<file path="config.mk">
export PLATFORM = sky130hd
export DESIGN_NAME = mdu_seq_flat
export DESIGN_NICKNAME = d
export VERILOG_FILES = /design/src/rtl/mdu_seq_if.sv /design/src/rtl/mdu_seq.sv /design/src/flat_wrapper.sv
export SDC_FILE = /design/constraint.sdc
export NUM_CORES = 1
export LEC_CHECK = 0
export ABC_AREA = 1
export ABC_CLOCK_PERIOD_IN_PS = 11250
export CORE_UTILIZATION = 40
export DETAILED_ROUTE_END_ITERATION = 8
export GPL_TIMING_DRIVEN = 0
export SLEW_MARGIN = 10
export SYNTH_ARGS = -nofsm -noshare
export SYNTH_HDL_FRONTEND = slang
export SYNTH_SLANG_ARGS = --single-unit
export TNS_END_PERCENT = 100
</file>
<file path="constraint.sdc">
create_clock -name clk -period 11.25 [get_ports clk]
set_clock_uncertainty 0.1 [all_clocks]
set_input_delay 1.125 -clock clk [delete_from_list [all_inputs] [get_ports clk]]
set_output_delay 1.125 -clock clk [all_outputs]
set_load 0.01 [all_outputs]
</file>
<file path="src/rtl/mdu_seq_if.sv">
// mdu_seq_if: execute-stage <-> M-extension sequencer bundle.
//   master (ex stage): drives start_i, func3_i, op1_i, op2_i, rd_addr_i, flush_i
//   slave  (mdu_seq) : drives busy_o, hold_o, done_o, result_o, rd_addr_o, reg_wen_o
interface mdu_seq_if #(
    parameter int XLEN = 32
);
    logic            start_i;
    logic [2:0]      func3_i;
    logic [XLEN-1:0] op1_i;
    logic [XLEN-1:0] op2_i;
    logic [4:0]      rd_addr_i;
    logic            flush_i;
    logic            busy_o;
    logic            hold_o;
    logic            done_o;
    logic [XLEN-1:0] result_o;
    logic [4:0]      rd_addr_o;
    logic            reg_wen_o;

    modport master (
        output start_i, func3_i, op1_i, op2_i, rd_addr_i, flush_i,
        input  busy_o, hold_o, done_o, result_o, rd_addr_o, reg_wen_o
    );

    modport slave (
        input  start_i, func3_i, op1_i, op2_i, rd_addr_i, flush_i,
        output busy_o, hold_o, done_o, result_o, rd_addr_o, reg_wen_o
    );
endinterface

</file>
<file path="src/rtl/mdu_seq.sv">
// mdu_seq: multi-cycle RV32M sequencer sitting beside the ALU in ex.
// Radix-2 shift-add multiply / restoring divide on operand magnitudes,
// sign fixup on the way into DONE, one-cycle write-back pulse.
// Ports:
//   clk, rst_n   clock, asynchronous active-low reset
//   bus (slave)  start/func3/op1/op2/rd/flush in; busy/hold/done/result/rd/wen out
// Optional: define MDU_FAST_MUL_EN for a single-cycle combinational
// multiplier; divide always uses the iterative path.
module mdu_seq #(
    parameter int XLEN  = 32,
    parameter int CNT_W = 6
) (
    input  logic     clk,
    input  logic     rst_n,
    mdu_seq_if.slave bus
);
    localparam logic [XLEN-1:0] MIN_NEG = {1'b1, {(XLEN-1){1'b0}}};

    typedef enum logic [1:0] {S_IDLE, S_CALC, S_DONE} state_t;
    state_t state, state_nxt;

    logic [2:0]        func3_q;
    logic [4:0]        rd_q;
    logic              sign1_q, sign2_q;
    logic [XLEN-1:0]   opnd_q;      // multiplicand (mul) or divisor (div)
    logic [2*XLEN-1:0] acc;         // {hi, multiplier} or {remainder, quotient}
    logic [CNT_W-1:0]  cnt;
    logic [XLEN-1:0]   result_q;

    logic accept, special, fin;

    // ---- issue-side decode on raw inputs ----
    logic            sgn1_mode, sgn2_mode, neg1, neg2, div_by0, div_ovf;
    logic [XLEN-1:0] abs1, abs2, spec_res;

    always_comb begin
        sgn1_mode = (bus.func3_i == 3'b001) || (bus.func3_i == 3'b010) ||
                    (bus.func3_i == 3'b100) || (bus.func3_i == 3'b110);
        sgn2_mode = (bus.func3_i == 3'b001) || (bus.func3_i == 3'b100) ||
                    (bus.func3_i == 3'b110);
        neg1      = sgn1_mode && bus.op1_i[XLEN-1];
        neg2      = sgn2_mode && bus.op2_i[XLEN-1];
        abs1      = neg1 ? -bus.op1_i : bus.op1_i;
        abs2      = neg2 ? -bus.op2_i : bus.op2_i;
        div_by0   = bus.func3_i[2] && (bus.op2_i == '0);
        div_ovf   = bus.func3_i[2] && !bus.func3_i[0] &&
                    (bus.op1_i == MIN_NEG) && (bus.op2_i == '1);
        // by-zero: quotient all ones, remainder = dividend
        // overflow: quotient = dividend (MIN_NEG), remainder 0
        if (div_by0) spec_res = bus.func3_i[1] ? bus.op1_i : '1;
        else         spec_res = bus.func3_i[1] ? '0 : bus.op1_i;
    end

`ifdef MDU_FAST_MUL_EN
    logic signed [XLEN:0]     fm_a, fm_b;
    logic signed [2*XLEN-1:0] fm_p;
    logic [XLEN-1:0]          fast_res;
    always_comb begin
        fm_a     = {sgn1_mode & bus.op1_i[XLEN-1], bus.op1_i};
        fm_b     = {sgn2_mode & bus.op2_i[XLEN-1], bus.op2_i};
        fm_p     = fm_a * fm_b;
        fast_res = (bus.func3_i[1:0] == 2'b00) ? fm_p[XLEN-1:0] : fm_p[2*XLEN-1:XLEN];
    end
`endif

    // ---- one iteration of the datapath ----
    logic [XLEN:0]     mul_sum, shl, diff;
    logic [2*XLEN-1:0] step, prod;
    logic [XLEN-1:0]   quot, rem, fix_res;

    always_comb begin
        mul_sum = {1'b0, acc[2*XLEN-1:XLEN]} + {1'b0, opnd_q};
        shl     = {acc[2*XLEN-1:XLEN], acc[XLEN-1]};
        diff    = shl - {1'b0, opnd_q};
        if (func3_q[2]) begin
            // diff[XLEN] is the borrow: restore on borrow, else keep difference
            step = diff[XLEN] ? {shl[XLEN-1:0], acc[XLEN-2:0], 1'b0}
                              : {diff[XLEN-1:0], acc[XLEN-2:0], 1'b1};
        end else begin
            step = acc[0] ? {mul_sum, acc[XLEN-1:1]} : {1'b0, acc[2*XLEN-1:1]};
        end
        prod = (sign1_q ^ sign2_q) ? -step : step;
        quot = (sign1_q ^ sign2_q) ? -step[XLEN-1:0] : step[XLEN-1:0];
        rem  = sign1_q ? -step[2*XLEN-1:XLEN] : step[2*XLEN-1:XLEN];
        if (func3_q[2])                fix_res = func3_q[1] ? rem : quot;
        else if (func3_q[1:0] == 2'b00) fix_res = prod[XLEN-1:0];
        else                            fix_res = prod[2*XLEN-1:XLEN];
    end

    // ---- FSM ----
    always_ff @(posedge clk or negedge rst_n) begin
        if (!rst_n) state <= S_IDLE;
        else        state <= state_nxt;
    end

    always_comb begin
        state_nxt  = state;
        accept     = 1'b0;
        special    = 1'b0;
        fin        = 1'b0;
        bus.hold_o = 1'b0;
        bus.done_o = 1'b0;
        case (state)
            S_IDLE: begin
                if (bus.start_i && !bus.flush_i) begin
                    accept     = 1'b1;
                    bus.hold_o = 1'b1;
                    special    = div_by0 || div_ovf;
`ifdef MDU_FAST_MUL_EN
                    if (!bus.func3_i[2]) special = 1'b1;
`endif
                    state_nxt  = special ? S_DONE : S_CALC;
                end
            end
            S_CALC: begin
                bus.hold_o = 1'b1;
                fin        = (cnt == CNT_W'(XLEN-1));
                if (fin) state_nxt = S_DONE;
            end
            S_DONE: begin
                bus.done_o = 1'b1;
                state_nxt  = S_IDLE;
            end
            default: state_nxt = S_IDLE;
        endcase
        // flush wins everywhere: abort, drop the write-back, release the stall
        if (bus.flush_i) begin
            state_nxt  = S_IDLE;
            accept     = 1'b0;
            special    = 1'b0;
            fin        = 1'b0;
            bus.hold_o = 1'b0;
            bus.done_o = 1'b0;
        end
    end

    // ---- datapath registers ----
    always_ff @(posedge clk or negedge rst_n) begin
        if (!rst_n) begin
            func3_q  <= '0;
            rd_q     <= '0;
            sign1_q  <= 1'b0;
            sign2_q  <= 1'b0;
            opnd_q   <= '0;
            acc      <= '0;
            cnt      <= '0;
            result_q <= '0;
        end else if (accept) begin
            func3_q <= bus.func3_i;
            rd_q    <= bus.rd_addr_i;
            sign1_q <= neg1;
            sign2_q <= neg2;
            cnt     <= '0;
            // dividend / multiplier go in the low half, the other operand in opnd_q
            acc     <= {{XLEN{1'b0}}, bus.func3_i[2] ? abs1 : abs2};
            opnd_q  <= bus.func3_i[2] ? abs2 : abs1;
`ifdef MDU_FAST_MUL_EN
            if (!bus.func3_i[2]) result_q <= fast_res;
            else if (special)    result_q <= spec_res;
`else
            if (special) result_q <= spec_res;
`endif
        end else if (state == S_CALC && !bus.flush_i) begin
            acc <= step;
            cnt <= cnt + 1'b1;
            if (fin) result_q <= fix_res;
        end
    end

    assign bus.busy_o    = (state != S_IDLE);
    assign bus.result_o  = result_q;
    assign bus.rd_addr_o = rd_q;
    assign bus.reg_wen_o = bus.done_o && (rd_q != 5'd0);
endmodule

</file>
<file path="src/flat_wrapper.sv">
// flat-port wrapper written by rule: the top's interface ports become plain ports
module mdu_seq_flat 
#(
    parameter int XLEN  = 32,
    parameter int CNT_W = 6
)
  (clk, rst_n, bus_start_i, bus_func3_i, bus_op1_i, bus_op2_i, bus_rd_addr_i, bus_flush_i, bus_busy_o, bus_hold_o, bus_done_o, bus_result_o, bus_rd_addr_o, bus_reg_wen_o);
  mdu_seq_if #(.XLEN(XLEN)) bus_i ();
  input  logic clk;
  input  logic rst_n;
  input wire logic [$bits(bus_i.start_i)-1:0] bus_start_i;
  input wire logic [$bits(bus_i.func3_i)-1:0] bus_func3_i;
  input wire logic [$bits(bus_i.op1_i)-1:0] bus_op1_i;
  input wire logic [$bits(bus_i.op2_i)-1:0] bus_op2_i;
  input wire logic [$bits(bus_i.rd_addr_i)-1:0] bus_rd_addr_i;
  input wire logic [$bits(bus_i.flush_i)-1:0] bus_flush_i;
  output wire logic [$bits(bus_i.busy_o)-1:0] bus_busy_o;
  output wire logic [$bits(bus_i.hold_o)-1:0] bus_hold_o;
  output wire logic [$bits(bus_i.done_o)-1:0] bus_done_o;
  output wire logic [$bits(bus_i.result_o)-1:0] bus_result_o;
  output wire logic [$bits(bus_i.rd_addr_o)-1:0] bus_rd_addr_o;
  output wire logic [$bits(bus_i.reg_wen_o)-1:0] bus_reg_wen_o;
  assign bus_i.start_i = bus_start_i;
  assign bus_i.func3_i = bus_func3_i;
  assign bus_i.op1_i = bus_op1_i;
  assign bus_i.op2_i = bus_op2_i;
  assign bus_i.rd_addr_i = bus_rd_addr_i;
  assign bus_i.flush_i = bus_flush_i;
  assign bus_busy_o = bus_i.busy_o;
  assign bus_hold_o = bus_i.hold_o;
  assign bus_done_o = bus_i.done_o;
  assign bus_result_o = bus_i.result_o;
  assign bus_rd_addr_o = bus_i.rd_addr_o;
  assign bus_reg_wen_o = bus_i.reg_wen_o;
  mdu_seq #(.XLEN(XLEN), .CNT_W(CNT_W)) u_core (.clk(clk), .rst_n(rst_n), .bus(bus_i));
endmodule
</file>
== Word-level counts from Yosys, hierarchy flattened ==
Cells that the tools add are included.

* Bitwise logic cells: 1
* Mux-type cells: 41
* Reductions and logical operators: 26
* Equal/unequal tests: 12
* $add $sub $neg: 8

{| class="wikitable"
|+ Operators with widths
! kind !! count
|-
| 2-to-1 mux 32 bit || 16
|-
| 2-to-1 mux 64 bit || 6
|-
| negator 32 bit || 4
|-
| == test 32 bit (second input constant) || 2
|-
| negator 64 bit || 1
|-
| adder 32 x 32 -> 33 bit || 1
|-
| subtractor 33 x 32 -> 33 bit || 1
|-
| zero test 32 bit || 1
|-
| 2-to-1 mux 6 bit || 2
|-
| 2-to-1 mux 1 bit || 11
|-
| logical AND 1 bit || 9
|-
| 2-to-1 mux 2 bit || 4
|-
| adder 6 x 1 -> 6 bit (second input constant) || 1
|-
| == test 3 bit (second input constant) || 2
|-
| == test 6 x 5 -> 1 bit (second input constant) || 1
|-
| logical OR 1 bit || 6
|-
| != test 3 x 2 -> 1 bit (second input constant) || 2
|-
| nonzero test 2 bit || 3
|-
| nonzero test 5 bit || 1
|-
| zero test 2 bit || 2
|-
| case mux 2 bit (2 select lines) || 1
|-
| == test 3 x 1 -> 1 bit (second input constant) || 1
|-
| == test 3 x 2 -> 1 bit (second input constant) || 1
|-
| AND reduction 3 bit || 1
|-
| other kinds (7) || 8
|}

* Word-level logic and storage cells: 97
* Bits in registers: 146
* Output and inout bits: 41
* Input bits: 76

== Logic depth before layout (Yosys ltp) ==
Gate-level depths: netlist (run 1).

* Word-level depth: 10
* Mapped depth: 36
* Gate-level depth less buffers: 36

== Least setup slack after synthesis (run 1) ==
No wires, ideal clock.

* Path kind: reg2reg
* From: register u_core.acc[31]
* To: register u_core.result_q[28] (netlist: u_core.bus.result_o[28])
* Buffers on the path: 0
* Setup time: 116 ps
* Setup slack: 7159 ps
* Clock period less this slack: 4091 ps
* Arrival: 3876 ps
* Required time: 11034 ps
* Cell stages (with the launch flop): 37
* Cells stage by stage: dfrtp_1 inv_1 ha_1 fa_1 inv_1 nand2_1 nand2_1 nand3_1 nand2_2 nand2_2 nand2_4 nand2_4 nand2_4 nand2_4 nand2_4 nand2_2 nand2_4 ha_1 nand3_1 nor2_2 nand4_2 nor2_2 nand4_1 nor2_2 nand4_2 nor2_2 nand3_2 nor2_4 nand2_2 nand2_2 nand2_1 nand2_1 nand3_1 nand2_1 nand2_1 nor2_1 nor2_1

* Word-level cells in the longest chain between the ends: 10
* Elaborated cells between the ends (all ways): 16
* Classes of those cells: 4 x add/sub; 12 x mux

{| class="wikitable"
|+ RTL lines
! element !! line !! text
|-
| from (decl) || mdu_seq.sv:26 || <nowiki>logic [2*XLEN-1:0] acc;</nowiki>
|-
| from (signal assigned) || mdu_seq.sv:155 || <nowiki>acc <= {{XLEN{1'b0}}, bus.func3_i[2] ? abs1 : abs2};</nowiki>
|-
| from (signal assigned) || mdu_seq.sv:164 || <nowiki>acc <= step;</nowiki>
|-
| subtractor 33 x 32 -> 33 bit || mdu_seq.sv:74 || <nowiki>diff = shl - {1'b0, opnd_q};</nowiki>
|-
| 2-to-1 mux 64 bit || mdu_seq.sv:77 || <nowiki>step = diff[XLEN] ? {shl[XLEN-1:0], acc[XLEN-2:0], 1'b0}</nowiki>
|-
| 2-to-1 mux 64 bit (*) || mdu_seq.sv:75 || <nowiki>if (func3_q[2]) begin</nowiki>
|-
| negator 64 bit, or another cell as far along || mdu_seq.sv:82 || <nowiki>prod = (sign1_q ^ sign2_q) ? -step : step;</nowiki>
|-
| 2-to-1 mux 64 bit, or another cell as far along || mdu_seq.sv:82 ||
|-
| 2-to-1 mux 32 bit, on equally long branches || mdu_seq.sv:86, mdu_seq.sv:85 ||
|-
| 2-to-1 mux 32 bit (*) || mdu_seq.sv:85 || <nowiki>if (func3_q[2]) fix_res = func3_q[1] ? rem : quot;</nowiki>
|-
| 2-to-1 mux 32 bit (*) || mdu_seq.sv:166 || <nowiki>if (fin) result_q <= fix_res;</nowiki>
|-
| 2-to-1 mux 32 bit (*) || mdu_seq.sv:163 || <nowiki>end else if (state == S_CALC && !bus.flush_i) begin</nowiki>
|-
| 2-to-1 mux 32 bit (*) || mdu_seq.sv:148 || <nowiki>end else if (accept) begin</nowiki>
|-
| to (signal assigned) || mdu_seq.sv:161 || <nowiki>if (special) result_q <= spec_res;</nowiki>
|-
| to (signal assigned) || mdu_seq.sv:166 ||
|-
| to (decl) || mdu_seq.sv:28 || <nowiki>logic [XLEN-1:0] result_q;</nowiki>
|}

Mark *: on every way between the ends. The rest lies on a longest branch, timed or not. The select of a mux whose other input is x is not followed.
A chain may end at the register's enable or synchronous reset.

== Worst setup path in the final report (run 1) ==
* From: input port bus_flush_i
* To: output port bus_hold_o

* Word-level cells in the longest chain between the ends: 5

{| class="wikitable"
|+ RTL lines
! element !! line !! text
|-
| from (decl) || flat_wrapper.sv:16 || <nowiki>input wire logic [$bits(bus_i.flush_i)-1:0] bus_flush_i;</nowiki>
|-
| zero test 1 bit || mdu_seq.sv:105 || <nowiki>if (bus.start_i && !bus.flush_i) begin</nowiki>
|-
| logical AND 1 bit || mdu_seq.sv:105 ||
|-
| 2-to-1 mux 1 bit || mdu_seq.sv:105 ||
|-
| case mux 1 bit (2 select lines) || mdu_seq.sv:103 || <nowiki>case (state)</nowiki>
|-
| 2-to-1 mux 1 bit (*) || mdu_seq.sv:127 || <nowiki>if (bus.flush_i) begin</nowiki>
|-
| to (decl) || flat_wrapper.sv:18 || <nowiki>output wire logic [$bits(bus_i.hold_o)-1:0] bus_hold_o;</nowiki>
|}

Mark *: on every way between the ends. The rest lies on a longest branch, timed or not.

==> key figures, run 1 <==
Clock network
  – Number of gates resized after cts: 0
  – CTS Root Cell: clkbuf_16
  – Postcts setup bufs: 0
  – Number of buffers added to fix hold violations after cts: 0
  – Clock Tree Buf Depth: 2
  – Total clock buffers created by CTS: 17
  – Worst skew pair latency: 0.51 ns
  – Number of clock sinks: 146
  – Clock tree from TritonCTS: done
  – H-tree depth: 4
  – Clock-pin slew on the worst setup and hold paths: roughly 0.070 ns

Timing
  – Final-report max-slew violation count: 0
  – Count of endpoints failing setup in the final report: 0
  – Final Hold Viols: 0
  – Transition time at the pin with the least slew margin: between 1 and 1.5 ns
  – Share of the clock period used by the worst path after layout: 0.547
  – Slew HR: 0.146
  – Final worst hold slack: roughly 0.40 ns
  – Setup repair after global routing missed its margin: false
  – Final total negative setup slack: 0 ns
  – Max Clock Freq: around 160 MHz
  – Final Critical Period: roughly 6.2 ns

Global route
  – Wire length of the first global-routing pass: between 100,000 and 150,000 µm
  – Leftover overflow at the end of global routing: 0
  – Antenna violations before repair: 1
  – Number of global-route vias before repair: between 20,000 and 25,000
  – Maximum number of pins on one net before global-route repair: 90
  – Overall routing resource usage: 0.407

Layout
  – Antenna diodes: 0
  – Post-synthesis to final-layout area growth: 13.6%
  – Fill count: roughly 5,000
  – Total Nets Final: approximately 3,400
  – Post-layout util: 0.459
  – Number of cells in the finished layout apart from fillers: ~3,900
  – Share of cells above drive strength 1: 0.0633

Synthesis
  – Adder and majority cell fraction of the synthesized area: 0.0500
  – Post-synthesis mux area share: 0
  – Fraction of the yosys area taken by sequential cells: 0.200
  – Average cell area after synthesis: approximately 5.9 µm²
  – Area fraction in and, or, nand and nor cells after synthesis: 0.389
  – Main synth FF type: dfrtp_1
  – Parity-gate share of the synthesized area counting xor and xnor cells: 0.0584
  – Post-Synthesis Net Count: between 3,000 and 4,000
  – Number of warnings reported in the yosys synthesis log: 0
  – Number of flops mapped to enable cells by yosys: 0
  – Post-synthesis instance area: 18,300 µm²
  – Area fraction in compound gates after synthesis: 0.181
  – Combinational family with the most area after synthesis: simple AND/OR/NAND/NOR gates
  – Number of instances in the synthesized netlist: 3,119
  – Number of different library cells in the post-synthesis netlist: slightly below 60
  – Number of storage elements in the synthesis netlist: ~150
  – Fraction of registers with async set or reset after synthesis: 1.00

Place
  – HPWL Detailed: roughly 80,000 µm
  – Count of buffers from port buffering: between 100 and 150
  – Cells after DPL: between 3,000 and 4,000
  – Final Wtd Congestion: 1.09

Routing
  – Routed wire per std cell: between 20 and 25 µm
  – Number of nets with antenna violations after detailed routing: 0
  – Average vias per placed instance: a little under 6
  – Number of search-and-repair iterations in the first detailed-routing pass: 8
  – Drt total wl: approximately 96,000 µm
  – Via Count: 22,700
  – DRT iter0 DRCs: about 3,000
  – DRC errors left: 0

Pwr
  – Power density cells: 337 nW/µm²
  – Leak Pwr: ~10 nW
  – Worst supply voltage drop on vdd: about 0.15 mV

Critical path
  – Data required, critical path: ~10 ns
  – WS Path Type: input port to output port
  – Data arrival, critical path: between 4 and 5 ns
  – Kind of end point of the critical path: output port
  – CP Launch Type: input port
  – Highest net fanout along the worst path: 10

Worst hold path
  – Class of the tightest hold or removal check: register to register

Die
  – Core footprint: about 45,000 µm²
  – Width of the die: about 220 µm
  – I/O pin count: 117
  – Chip Height: ~220 µm
  – Number of rows created at floorplan: 78
  – Area of the die: between 40,000 and 50,000 µm²
  – Starting density of the core: 0.404

Run
  – Max-cap violations: 0

Run status
  – Status: complete, no violations
## critical path: stages
cell	delay [ns]
clkdlybuf4s50_1	0.52
nor2_1	0.06
nand2_1	0.16
clkinv_1	0.37
nor2_1	0.95
inv_1	0.38
clkbuf_1	0.47
buf_1	0.34
clkdlybuf4s50_1	0.54
## registers in the layout (all words and copies together) (netlist names)
register              count
u_core.sign2_q            1
u_core.bus.result_o      32
u_core.sign1_q            1
u_core.cnt                6
u_core.func3_q            3
u_core.bus.rd_addr_o      5
u_core.opnd_q            32
u_core.acc               64
u_core.state              2
## placed cells by master (no fill, tap or decap), types with 30 or more instances in the layout
master,instances
clkdlybuf4s50_1,115
dfrtp_1,146
nor2_1,279
nand2_2,38
ha_1,70
xor2_1,89
xnor2_1,33
inv_1,442
clkbuf_1,78
nand4_1,31
o211ai_1,41
nor2_2,30
o21ai_0,226
o22ai_1,31
nand3_1,236
nand2_1,909
nor3_1,32
a21oi_1,166
## metrics by stage
stage               setup WS (ns)  total power, W  instance area [µm²]
detailed placement           5.29         0.00621                20300
finish                       5.10         0.00702                20800
global route                 5.09         0.00743                20800
CTS                          5.27         0.00681                20800
floorplan                    7.16         0.00429                18300
global placement             2.75         0.00620                20200
## worst paths after layout
check | startpoint | endpoint | slack [ns] | cells after the start
setup reg to reg | u_core.opnd_q[19]$_DFFE_PN0P_ | u_core.bus.result_o[24]$_DFFE_PN0P_ | 5.55 | 29
hold / removal | u_core.bus.result_o[22]$_DFFE_PN0P_ | u_core.bus.result_o[22]$_DFFE_PN0P_ | 0.40 | 2
setup / recovery | bus_flush_i | bus_hold_o | 5.10 | 9
hold reg to reg | u_core.bus.result_o[22]$_DFFE_PN0P_ | u_core.bus.result_o[22]$_DFFE_PN0P_ | 0.40 | 2
min in group asynchronous | rst_n | u_core.bus.result_o[17]$_DFFE_PN0P_ | 0.41 | 1
max in group asynchronous | rst_n | u_core.acc[16]$_DFFE_PN0P_ | 9.74 | 2
## final cells by class
class                      count  area (µm²)  area share
multi-input combinational   2403       12400       0.597
tap                          600         751      0.0361
clock buffer                  20         457      0.0219
buffer                       118         537      0.0258
sequential                   146        3650       0.176
timing repair buffer         117        1190      0.0574
clock inverter                12        97.6     0.00469
inverter                     452        1700      0.0817
## power by group
group	internal (W)	total [W]	switching, W	leakage [nW]
clock network	0.000297	0.000580	0.000283	0.270
registers	0.000720	0.000991	0.000271	1.79
logic	0.00157	0.00545	0.00388	8.30
## metal layers
metal | track usage | vias up | routed length [µm]
met3 | 0.0922 | 255 | 9690
met4 | 0.217 | 4 | 5830
met2 | 0.619 | 1381 | 41000
li1 | - | 10400 | -
met5 | 0 | - | 45
met1 | 0.534 | 10700 | 39400
## cell families after synthesis
| group | after synthesis |
|---|---|
| buffers and inverters | 570 |
| AOI/OAI and AO/OA | 573 |
| xor gates and xnor gates | 122 |
| and+or+nand+nor | 1636 |
| DFF | 146 |
| adders and majority gates | 72 |
## synthesized netlist by cell type, drive strengths merged (2+ instances only)
library cell	count	area (µm²)
a21o	3	22.5
a21oi	170	873
a22oi	15	113
a31oi	10	62.6
a32oi	2	17.5
and2	2	12.5
buf	41	248
clkbuf	77	289
dfrtp	146	3650
fa	2	40.0
ha	70	876
inv	451	1700
nand2	955	3750
nand3	248	1320
nand3b	11	82.6
nand4	33	219
nor2	319	1350
nor3	32	160
nor4	9	62.6
o2111ai	3	26.3
o211ai	42	320
o21ai	242	1230
o21bai	14	105
o221ai	29	254
o22ai	31	194
o31ai	4	30.0
o41ai	4	35.0
or2	25	156
xnor2	33	289
xor2	89	780
Note: power is estimated with default switching activity, not from simulation.
==> run 2, diff against run 1 <==
- ABC_CLOCK_PERIOD_IN_PS: 11250 -> 5300
- clock period: 11.25 -> 5.3 ns (I/O delays scaled with it)
==> run 2 against run 1 <==
Cell area up 0.65%. Critical path depth up 24. Die area unchanged. Setup slack worse by 4.9 ns. Sequential share of layout area down 0.065 points. First-iteration DRC count down 2.4%. Clock-buffer cell count unchanged. Register-to-register slack worse by 5.3 ns. Utilization up 0.30 points. Hold slack better by 0.0011 ns. Critical path type is now register to register. Largest cell class unchanged. Largest power group unchanged.
==> key figures, run 2 (synthesis results as in run 1) <==
Clock network
  – Clock Tree Buf Depth: 2 (unchanged)
  – Clock-pin slew on the worst setup and hold paths: 0.07 ns (about the same)
  – H-tree depth: 4 (unchanged)
  – Clock tree from TritonCTS: done (unchanged)
  – Total clock buffers created by CTS: 17 (unchanged)
  – Worst skew pair latency: 0.51 ns (about the same)
  – CTS Root Cell: clkbuf_16 (unchanged)
  – Number of clock sinks: 146 (unchanged)

Critical path
  – Largest incremental delay on the critical path: 0.46 ns (was 0.95 ns)
  – Number of buffers and inverters on the critical path: 2 (was 6)
  – Kind of cell adding the most delay to the critical path: simple AND/OR/NAND/NOR gates (was buffers and inverters)
  – Worst path most repeated cell: nand2_1
  – Cell at the slowest stage of the critical path: dfrtp_2 (was nor2_1)
  – Data arrival, critical path: 5.40 ns (was 4.93 ns)
  – CP Launch Type: register (was input port)
  – Data required, critical path: 5.60 ns (was 10.03 ns)
  – Kind of end point of the critical path: register (was output port)
  – WS Path Type: register to register (was input port to output port)
  – Highest net fanout along the worst path: 7 (was 10)

Layout
  – Number of cells in the finished layout apart from fillers: 3,875 (was 3,868)
  – Most frequent cells in the layout: 909 x nand2_1, 441 x inv_1, 279 x nor2_1 (was 909 x nand2_1, 442 x inv_1, 279 x nor2_1)
  – Most common cell after layout, fill and taps aside: nand2_1 (unchanged)
  – Largest reg by FF count: u_core.acc (unchanged)
  – Antenna diodes: 0 (unchanged)
  – Flip-flop count of the largest register, all copies and words added: 64 (unchanged)
  – Fill count: 4,937 (was 4,955)
  – Post-synthesis to final-layout area growth: 14.4% (was 13.6%)
  – Share of cells above drive strength 1: 0.0699 (was 0.0633)
  – Total Nets Final: 3,410 (was 3,403)

Global route
  – Wire length of the first global-routing pass: 138,000 µm (about the same)
  – Overall routing resource usage: 0.407 (about the same)
  – Leftover overflow at the end of global routing: 0 (unchanged)
  – Maximum number of pins on one net before global-route repair: 90 (unchanged)
  – Number of global-route vias before repair: 20,800 (about the same)
  – Antenna violations before repair: 1 (unchanged)

Place
  – Final Wtd Congestion: 1.09 (unchanged)
  – Count of buffers from port buffering: 116 (unchanged)
  – HPWL Detailed: 79,600 µm (unchanged)
  – Cells after DPL: 3,836 (unchanged)

Timing
  – Slew HR: 0.155 (was 0.146)
  – Final Hold Viols: 0 (unchanged)
  – Final total negative setup slack: 0 ns (unchanged)
  – Share of the clock period used by the worst path after layout: 0.962
  – Final Critical Period: just over 5 ns
  – Max Clock Freq: 196 MHz
  – Count of endpoints failing setup in the final report: 0 (unchanged)
  – Final-report max-slew violation count: 0 (unchanged)
  – Transition time at the pin with the least slew margin: 1.25 ns (was 1.27 ns)

Worst hold path
  – Class of the tightest hold or removal check: register to register (unchanged)

Routing
  – Routed wire per std cell: 24.8 µm (about the same)
  – Via Count: 22,700 (about the same)
  – Drt total wl: 96,100 µm (was 96,000 µm)
  – DRC errors left: 0 (unchanged)
  – DRT iter0 DRCs: 2,971 (was 3,044)
  – Average vias per placed instance: 5.86 (was 5.87)
  – Number of search-and-repair iterations in the first detailed-routing pass: 6 (was 8)
  – Number of nets with antenna violations after detailed routing: 0 (unchanged)

Pwr
  – Power density cells: 716 nW/µm² (was 337 nW/µm²)
  – Worst supply voltage drop on vdd: 0.325 mV (was 0.154 mV)
  – Leak Pwr: 10.4 nW (about the same)

Die
  – Area of the die: 46,600 µm² (unchanged)
  – Number of rows created at floorplan: 78 (unchanged)
  – Chip Height: 216 µm (unchanged)
  – I/O pin count: 117 (unchanged)
  – Width of the die: 216 µm (unchanged)
  – Starting density of the core: 0.404 (unchanged)
  – Core footprint: 45,300 µm² (unchanged)

Run status
  – Status: complete, no violations (unchanged)

Run
  – Max-cap violations: 0 (unchanged)
[run 2: cell types whose count changed in the layout (fill, tap and decap cells not counted), moves of 3 or more]
cell,before,now
dfrtp_1,146,138
dfrtp_2,0,8
buf_4,1,7
nand3_1,236,233
nor2_2,30,27
nor2_4,10,13
[run 2: what timing repair did]
action	4_1_cts	5_1_grt
gates resized for setup	3	20
hold buffers	1	0
endpoints found under the hold margin	57	0
pin swaps	1	6
buffers inserted	1	5
setup endpoints to repair	3	12
[run 2: area by class of cell]
cell class	count	area, µm²	area share
Tap cell	600	751	0.0358
Timing Repair Buffer	124	1250	0.0596
Clock buffer	20	457	0.0218
Sequential cell	146	3660	0.175
Buffer	118	537	0.0256
Inverter	452	1700	0.0811
Clock inverter	12	97.6	0.00466
Multi-Input combinational cell	2403	12500	0.596
[run 2: per-stage QoR]
step | utilization | cell area [µm²] | worst slack, ns | total power (W) | hold WS, ns
floorplan | - | 18300 | 1.21 | 0.00910 | 0.134
global placement | 0.447 | 20200 | -2.60 | 0.0132 | 0.378
detailed placement | 0.447 | 20300 | -0.108 | 0.0132 | 0.389
CTS | 0.460 | 20800 | 0.0430 | 0.0145 | 0.408
global route | 0.462 | 20900 | -0.0294 | 0.0159 | 0.415
finish | 0.462 | 20900 | 0.203 | 0.0150 | 0.402
[run 2: power by group]
group | total, W | leakage [nW] | switching (W) | internal, W
sequential | 0.00211 | 1.78 | 0.000580 | 0.00153
combinational | 0.0116 | 8.35 | 0.00827 | 0.00338
clock | 0.00123 | 0.270 | 0.000600 | 0.000630
[run 2: worst paths after layout]
kind,cells past startpoint,slack [ns],end,startpoint
min in group asynchronous,2,0.41,u_core.bus.result_o[17]$_DFFE_PN0P_,rst_n
worst max-delay path,33,0.20,u_core.bus.result_o[28]$_DFFE_PN0P_,u_core.opnd_q[19]$_DFFE_PN0P_
worst max register to register,33,0.20,u_core.bus.result_o[28]$_DFFE_PN0P_,u_core.opnd_q[19]$_DFFE_PN0P_
max in group asynchronous,3,3.75,u_core.opnd_q[20]$_DFFE_PN0P_,rst_n
worst min-delay path,2,0.40,u_core.bus.result_o[22]$_DFFE_PN0P_,u_core.bus.result_o[22]$_DFFE_PN0P_
worst min register to register,2,0.40,u_core.bus.result_o[22]$_DFFE_PN0P_,u_core.bus.result_o[22]$_DFFE_PN0P_
[run 2: worst reg2reg max path, delay by kind of cell (launching register included)]
kind | cells | cell delay, ns
compound gates | 1 | 0.28
fa+ha+maj | 2 | 0.56
buf+inv | 2 | 0.22
flops | 1 | 0.46
simple gates | 28 | 3.36
[run 2: per-layer routing]
layer  track usage  vias to the layer above  part of all wire
li1              -                    10400                 -
met1         0.534                    10700              0.41
met2         0.620                     1320              0.43
met3        0.0922                      267              0.10
met4         0.217                        2             0.063
met5             0                        -          0.000094
